## src/rtl/pea_pkg.sv

```systemverilog
// Shared widths and state type for the PE output path.
package pea_pkg;

    localparam int unsigned N_BITS = 32;

    typedef enum logic [1:0] {
        IDLE,
        STREAM,
        DRAIN_DONE
    } out_buf_state_t;

endpackage

```

## src/rtl/out_fifo.sv

```systemverilog
// First-word-fall-through storage with wrapping pointers and occupancy count.
module out_fifo #(
    parameter int unsigned DEPTH  = 8,
    parameter int unsigned N_BITS = 32
) (
    input  logic                      clk_i,
    input  logic                      rst_n_i,
    input  logic                      flush_i,
    input  logic                      push_i,
    input  logic                      pop_i,
    input  logic [N_BITS-1:0]         wdata_i,
    output logic [N_BITS-1:0]         rdata_o,
    output logic [$clog2(DEPTH):0]    count_o,
    output logic                      full_o,
    output logic                      empty_o
);

    localparam int unsigned AW = $clog2(DEPTH);
    localparam int unsigned CW = AW + 1;

    logic [N_BITS-1:0] mem_q [DEPTH];
    logic [AW-1:0]     wptr_q, wptr_d;
    logic [AW-1:0]     rptr_q, rptr_d;
    logic [CW-1:0]     count_q, count_d;

    // Pointer and occupancy next-state; flush wins over push/pop.
    always_comb begin
        wptr_d  = wptr_q;
        rptr_d  = rptr_q;
        count_d = count_q;
        if (flush_i) begin
            wptr_d  = '0;
            rptr_d  = '0;
            count_d = '0;
        end else begin
            if (push_i) wptr_d = wptr_q + AW'(1);
            if (pop_i)  rptr_d = rptr_q + AW'(1);
            case ({push_i, pop_i})
                2'b10:   count_d = count_q + CW'(1);
                2'b01:   count_d = count_q - CW'(1);
                default: count_d = count_q;
            endcase
        end
    end

    // Control registers.
    always_ff @(posedge clk_i or negedge rst_n_i) begin
        if (!rst_n_i) begin
            wptr_q  <= '0;
            rptr_q  <= '0;
            count_q <= '0;
        end else begin
            wptr_q  <= wptr_d;
            rptr_q  <= rptr_d;
            count_q <= count_d;
        end
    end

    // Data storage is intentionally not reset.
    always_ff @(posedge clk_i) begin
        if (push_i && !flush_i) mem_q[wptr_q] <= wdata_i;
    end

    assign rdata_o = mem_q[rptr_q];
    assign count_o = count_q;
    assign full_o  = (count_q == CW'(DEPTH));
    assign empty_o = (count_q == '0);

endmodule

```

## src/rtl/pe_out_buffer.sv

```systemverilog
// PE result output buffer: FWFT FIFO plus transfer framing, done pulse and overflow flag.
module pe_out_buffer
    import pea_pkg::*;
#(
    parameter int unsigned DEPTH    = 8,
    parameter int unsigned LEN_BITS = 16
) (
    input  logic                    clk_i,
    input  logic                    rst_n_i,
    input  logic [N_BITS-1:0]       pe_res_i,
    input  logic                    stream_valid_i,
    input  logic                    flush_i,
    input  logic [LEN_BITS-1:0]     xfer_len_i,
    output logic [N_BITS-1:0]       out_data_o,
    output logic                    out_valid_o,
    input  logic                    out_ready_i,
    output logic                    out_last_o,
    output logic [$clog2(DEPTH):0]  count_o,
    output logic                    full_o,
    output logic                    empty_o,
    output logic                    overflow_o,
    output logic                    done_o
);

    out_buf_state_t      state_q, state_d;
    logic [LEN_BITS-1:0] pcnt_q, pcnt_d;
    logic                overflow_q, overflow_d;
    logic                done_q, done_d;
    logic                full_c, empty_c;
    logic                push_c, pop_c, drop_c, last_c;

    // Handshake qualification; a push into a full buffer is legal only alongside a pop.
    always_comb begin
        pop_c  = !empty_c && out_ready_i && !flush_i;
        push_c = stream_valid_i && (!full_c || pop_c) && !flush_i;
        drop_c = stream_valid_i && full_c && !pop_c && !flush_i;
        last_c = !empty_c && (xfer_len_i != '0) &&
                 (pcnt_q == (xfer_len_i - LEN_BITS'(1)));
    end

    out_fifo #(
        .DEPTH  (DEPTH),
        .N_BITS (N_BITS)
    ) u_fifo (
        .clk_i   (clk_i),
        .rst_n_i (rst_n_i),
        .flush_i (flush_i),
        .push_i  (push_c),
        .pop_i   (pop_c),
        .wdata_i (pe_res_i),
        .rdata_o (out_data_o),
        .count_o (count_o),
        .full_o  (full_c),
        .empty_o (empty_c)
    );

    // Transfer FSM, pop counter, done pulse and sticky overflow next-state.
    always_comb begin
        state_d    = state_q;
        pcnt_d     = pcnt_q;
        overflow_d = overflow_q | drop_c;
        done_d     = 1'b0;
        if (flush_i) begin
            state_d    = IDLE;
            pcnt_d     = '0;
            overflow_d = 1'b0;
        end else begin
            if (pop_c) pcnt_d = last_c ? '0 : pcnt_q + LEN_BITS'(1);
            done_d = pop_c && last_c;
            case (state_q)
                IDLE:       if (push_c) state_d = STREAM;
                STREAM:     if (pop_c && last_c) state_d = DRAIN_DONE;
                DRAIN_DONE: begin
                    if (pop_c && last_c)       state_d = DRAIN_DONE;
                    else if (!empty_c || push_c) state_d = STREAM;
                    else                       state_d = IDLE;
                end
                default:    state_d = IDLE;
            endcase
        end
    end

    // Control state registers.
    always_ff @(posedge clk_i or negedge rst_n_i) begin
        if (!rst_n_i) begin
            state_q    <= IDLE;
            pcnt_q     <= '0;
            overflow_q <= 1'b0;
            done_q     <= 1'b0;
        end else begin
            state_q    <= state_d;
            pcnt_q     <= pcnt_d;
            overflow_q <= overflow_d;
            done_q     <= done_d;
        end
    end

    assign out_valid_o = !empty_c;
    assign out_last_o  = last_c;
    assign full_o      = full_c;
    assign empty_o     = empty_c;
    assign overflow_o  = overflow_q;
    assign done_o      = done_q;

endmodule

```

## config.mk

```make
export PLATFORM = sky130hd
export DESIGN_NAME = pe_out_buffer
export DESIGN_NICKNAME = d
export VERILOG_FILES = /design/src/rtl/pea_pkg.sv /design/src/rtl/out_fifo.sv /design/src/rtl/pe_out_buffer.sv
export SDC_FILE = /design/constraint.sdc
export NUM_CORES = 1
export LEC_CHECK = 0
export BUFFER_PORTS_ARGS = -buffer_cell sky130_fd_sc_hd__buf_2
export CAP_MARGIN = 20
export CELL_PAD_IN_SITES_DETAIL_PLACEMENT = 1
export CELL_PAD_IN_SITES_GLOBAL_PLACEMENT = 2
export CORE_ASPECT_RATIO = 0.7
export CORE_MARGIN = 2
export CORE_UTILIZATION = 49
export DETAILED_ROUTE_END_ITERATION = 7
export PLACE_DENSITY = 0.92
export SLEW_MARGIN = 0
export SYNTH_ARGS = -nofsm -noshare
export SYNTH_HDL_FRONTEND = slang
export SYNTH_HIERARCHICAL = 1
export SYNTH_SLANG_ARGS = --single-unit
```

## constraint.sdc

```tcl
create_clock -name clk_i -period 11.45 [get_ports clk_i]
set_input_delay 2.8625 -clock clk_i [delete_from_list [all_inputs] [get_ports clk_i]]
set_output_delay 2.8625 -clock clk_i [all_outputs]
set_load 0.005 [all_outputs]
```

Word-level counts from Yosys, hierarchy flattened
Memories as Yosys holds them, arrays and structs flattened.
Index checks and enable logic that the tools add are counted.

operators by class
  reduce and logical (&&, ||, !) cells = 21
  $add $sub $neg = 6
  mux-type cells = 13
  bitwise gates (word level) = 1
  eq/ne operators = 4

operators with widths
  kind                     number
  $mux W16                 3
  $add A16 B1 Y16 const B  1
  $eq A16 B16 Y1           1
  $reduce_bool A16 Y1      1
  $sub A16 B1 Y16 const B  1
  $mux W3                  4
  $logic_and A1 B1 Y1      11
  $pmux W4 S2              1
  $add A3 B1 Y3 const B    2
  $add A4 B1 Y4 const B    1
  $eq A4 B4 Y1 const B     1
  $logic_not A1 Y1         4
  $logic_not A4 Y1         1
  $mux W1                  4
  $mux W4                  1
  $reduce_bool A2 Y1       2
  $sub A4 B1 Y4 const B    1
  $reduce_bool A3 Y1       1
  $eq A2 B1 Y1 const B     1
  $eq A2 B2 Y1 const B     1
  $logic_or A1 B1 Y1       1
  $or A1 B1 Y1             1

storage, ports and cells
  bits of input ports = 53
  word-level logic and storage cells = 52
  RAM bits = 256
  memories = 1
  register bits after elaboration = 28
  output and inout port bits = 42

memories
  name          words  width  rd ports  clocked after Yosys merged registers in  write ports  RTL line        RTL
  u_fifo.mem_q  8      32     1         0                                        1            out_fifo.sv:21  logic [N_BITS-1:0] mem_q [DEPTH];

Longest topological paths before layout
  depth in word-level cells = 10
  mapped depth = 13
  depth with buffers taken out = 10

By module
The synthesis kept the hierarchy.

by module, submodules not included
  module         area each (sq um)  cells an instance  times used  seq. area each (sq um)
  out_fifo       10385.0            445                1           7937.6
  pe_out_buffer  1864.3             227                1           450.4

Least setup slack after synthesis
OpenSTA, ideal clock, no wires.

  path type = input port to output port
  from = input port xfer_len_i[8]
  to = output port out_last_o
  slack = 3966 ps
  arrival time = 4621 ps
  stages on the path = 7
  buffers on the path = 1
  required time = 8588 ps
  path through = clkbuf_1 > or4_4 > nor2_2 > a21oi_2 > a2111oi_2 > o2111ai_1 > nor4b_2

on the way
  word-level cells in the longest chain between the ends = 3
  elaborated cells between the ends (all ways) = 5
  classes of those cells = 1 x add/sub; 1 x eq/ne; 3 x reduce/logical

RTL lines
  what                                                           RTL line                                  RTL
  start: declaration                                             pe_out_buffer.sv:13                       input logic [LEN_BITS-1:0] xfer_len_i,
  $sub A16 B1 Y16 / $reduce_bool A16 Y1 (equally long branches)  pe_out_buffer.sv:38, pe_out_buffer.sv:37
  $eq A16 B16 Y1 / $logic_and A1 B1 Y1 (equally long branches)   pe_out_buffer.sv:38, pe_out_buffer.sv:37
  $logic_and A1 B1 Y1 (*)                                        pe_out_buffer.sv:37                       last_c = !empty_c && (xfer_len_i != '0) &&
  end: declaration                                               pe_out_buffer.sv:17                       output logic out_last_o,

Every way passes the cells marked *; elsewhere a longest branch is shown, timed or not.

Worst setup path in the final report
  from = input port xfer_len_i[3]
  to = output port out_last_o

Same word-level chain as after synthesis.

==> impl_metrics.ini <==
[run_status]
status = complete, no violations

[synthesis]
post_synth_num_cell_types = 73
avgSynthCellArea_um2 = 18.23
synthesis.instances = 672
synth.net_count = 732
ys_ff_latch = 284
synth-edff-count = 256
ys.flop_type = edfxtp_1
syn_area_um2 = 12250
synth-async-reset-ratio_pct = 9.859
ys_seq_area_share_pct = 68.48
synth_warnings = 6

[clock_network]
cts.htree.levels = 1
clockRootBuffer = clkbuf_16
cts-resized-gates = 0
tritoncts = built
tritoncts.num_buffers = 26
max_clock_buf_depth = 3
clock-sinks = 284
clk_pin_slew_worst_paths_ns = 0.07
clkLatencyLatePin_ns = 0.53
post-cts-setup-buffer-count = 0
ctsHoldBuffers = 0

[floorplan]
boundaryPins = 95
die_width_um = 193.0
die-height_um = 136.3
area_of_the_core_um2 = 24620
starting_utilization_of_the_core_area_pct = 49.75
total_number_of_placement_rows = 48
fp.dieArea_um2 = 26300

[global_route]
grt_max_degree = 67
grt_use_total_pct = 22.80
first_global_vias = 7241
globalRoute.totalOverflow = 0
grt_pass1_wl_mm = 43.93
antenna_found_initial = 5

[timing]
fin_setup_tns_ns = 0
final_max_slew_viol_count = 0
clock_skew_ns = 0.01124
finalCritPeriodShare_pct = 69.87
min_period_ns = 8.001
final_hold_viol_count = 0
grt_setup_unrepaired = false
timing.final.setup_violations = 0
worst_pin_slew_ns = 1.036
worst_slew_margin_rel_pct = 30.92
maxClockFrequency_mhz = 125.0

[routing]
dr.pass1.iters = 4
top_signal_layer_used = met4
post_drt_via_cell_ratio = 6.005
drt_iter0_markers = 459
routed-wl-met2_mm = 14.75
routedLengthMet1_mm = 12.77
vias = 6744
routed_wire_length_per_instance_um = 26.30
met3_wirelength_mm = 1.408
detail_route.wirelength_mm = 29.53
drt.antenna.violating_nets = 0
detail_route.drc_violations = 0

[finish]
design.final.nets = 833
layout-area-overhead-vs-synth_pct = 13.74
fin_area_um2 = 13930
drive_above_1_share_pct = 31.53
fillerInstances = 2275

[critical_path]
cp_max_fo = 10
path_common_cell = buf_2
critPathCaptureType = primary output
worst_path_largest_cell_delay_ns = 0.65
worst-setup-path-type = in2out
worst_path_max_delay_cell = or4_4
path_cells = buf_2 > or4_4 > nor2_4 > a21oi_2 > a2111oi_2 > o2111ai_1 > nor4b_2 > buf_2
crit_required_ns = 8.59
worst_path_arrival_time_ns = 5.14
critPathLaunchType = input pin

[job]
total_of_max_cap_violations = 0

[power_and_ir_drop]
static-leakage-power_nw = 4.579
worst_ir_drop_vdd_v = 0.0001107
cellPowerDensity_nw_per_um2 = 159.2

[place]
detailedPlacementHpwl_mm = 17.87
finalWeightedCongestion = 0.8769
io_buffers = 94
postPlaceCellArea_um2 = 13050

[min_path]
path_type_of_the_worst_min_delay_path = reg2reg
[layer usage]
metal,vias to the layer above,GRT usage [%]
li1,2954,-
met5,-,0
met4,0,6.524
met1,3567,31.96
met2,183,37.20
met3,40,3.898
[cell families (layout without fill, tap and decap cells)]
group                      count (synthesis)  count (layout)  synth area share (%)
DFF                                      284             284                 68.48
other                                      0               5                     0
adders and majority gates                  7               7                0.7150
and+or+nand+nor                          147             147                 6.813
buffers and inverters                     49             170                 2.319
AOI/OAI and AO/OA                         60              60                 4.065
xor gates and xnor gates                  23              23                 1.645
muxes                                    102             102                 15.97
[power breakdown]
group | total [mW] | switching [mW] | internal [mW] | leakage, nW
registers | 1.15 | 0.0120 | 1.14 | 2.69
clock network | 0.882 | 0.381 | 0.501 | 0.397
logic | 0.183 | 0.0995 | 0.0833 | 1.49
total | 2.22 | 0.493 | 1.72 | 4.58
[per-stage QoR]
step                std cells  utilization, %  setup slack, ns  hold slack [ns]  power (mW)
global placement         1069           53.00            3.570           0.5331       1.344
detailed placement       1069           53.00            3.481           0.5718       1.356
global route             1122           56.57            3.338           0.6267       2.276
CTS                      1117           56.48            3.466           0.5816       2.227
finish                   1123           56.58            3.449           0.5887       2.218
floorplan                 672               -            3.966           0.4860       1.289
[worst max-delay path, delay by kind of cell]
family                 cells  cell delay, ns
AOI/OAI and AO/OA          3            0.68
buffers and inverters      2            0.32
and+or+nand+nor            3            1.28
[final timing paths]
path | from | endpoint | slack [ns] | depth (start not counted)
worst max-delay path | xfer_len_i[3] | out_last_o | 3.45 | 8
worst min-delay path | pcnt_q[4] | pcnt_q[4] | 0.59 | 1
worst max register to register | u_fifo/count_o[1] | u_fifo/mem_q[0][8] | 8.02 | 9
worst min register to register | pcnt_q[4] | pcnt_q[4] | 0.59 | 1
max in group asynchronous | rst_n_i | u_fifo/rptr_q[0] | 8.55 | 1
min in group asynchronous | rst_n_i | u_fifo/count_o[0] | 2.38 | 1
[cell usage in the layout, fill, tap and decap left out, types with 7 or more instances in the layout]
master / instances
dfrtp_1: 25
nor2b_1: 9
edfxtp_1: 256
clkbuf_16: 27
ha_1: 7
mux4_1: 25
nor4_1: 7
xnor2_1: 12
nor2_1: 23
nand4_1: 12
nand3_1: 13
o21ai_0: 7
nand2_1: 27
a31oi_1: 7
buf_2: 94
nor3_1: 12
inv_1: 14
xor2_1: 11
mux4_2: 39
buf_4: 12
mux2_2: 32
nor2_4: 7
[area by class of cell]
cell class                      count  area (µm²)  area share [%]
Antenna cell                        5       12.51         0.08981
Clock buffer                       33       698.2           5.011
Clock inverter                     15       160.2           1.150
Inverter                           15       56.30          0.4041
Multi-Input combinational cell    339        3632           26.07
Sequential cell                   284        8394           60.25
Tap cell                          325       406.6           2.919
Timing Repair Buffer              107       571.8           4.104
[synthesized netlist by cell type, types with 4 or more instances]
| cell | number | area share [%] |
|---|---|---|
| a211o_1 | 4 | 0.29 |
| a31oi_1 | 7 | 0.36 |
| and3_1 | 4 | 0.20 |
| buf_1 | 4 | 0.12 |
| buf_2 | 6 | 0.25 |
| buf_6 | 5 | 0.46 |
| clkbuf_1 | 15 | 0.46 |
| dfrtp_1 | 28 | 5.7 |
| edfxtp_1 | 256 | 63 |
| ha_1 | 7 | 0.71 |
| inv_1 | 14 | 0.43 |
| mux2_2 | 32 | 2.9 |
| mux2i_1 | 6 | 0.49 |
| mux4_1 | 25 | 5.4 |
| mux4_2 | 39 | 7.2 |
| nand2_1 | 27 | 0.83 |
| nand2b_1 | 5 | 0.26 |
| nand3_1 | 13 | 0.53 |
| nand4_1 | 12 | 0.61 |
| nor2_1 | 29 | 0.89 |
| nor2b_1 | 9 | 0.46 |
| nor3_1 | 14 | 0.57 |
| nor4_1 | 7 | 0.36 |
| o21ai_0 | 7 | 0.29 |
| o311ai_2 | 4 | 0.53 |
| or3_1 | 5 | 0.26 |
| xnor2_1 | 12 | 0.86 |
| xor2_1 | 11 | 0.79 |
[sequential cells by signal, summed over array words and instances (netlist names)]
| signal | count |
|---|---|
| u_fifo/count_o | 4 |
| u_fifo/mem_q | 256 |
| pcnt_q | 16 |
| done_o | 1 |
| u_fifo/rptr_q | 3 |
| u_fifo/wptr_q | 3 |
| overflow_o | 1 |
Power figures use the tool's default switching activity.
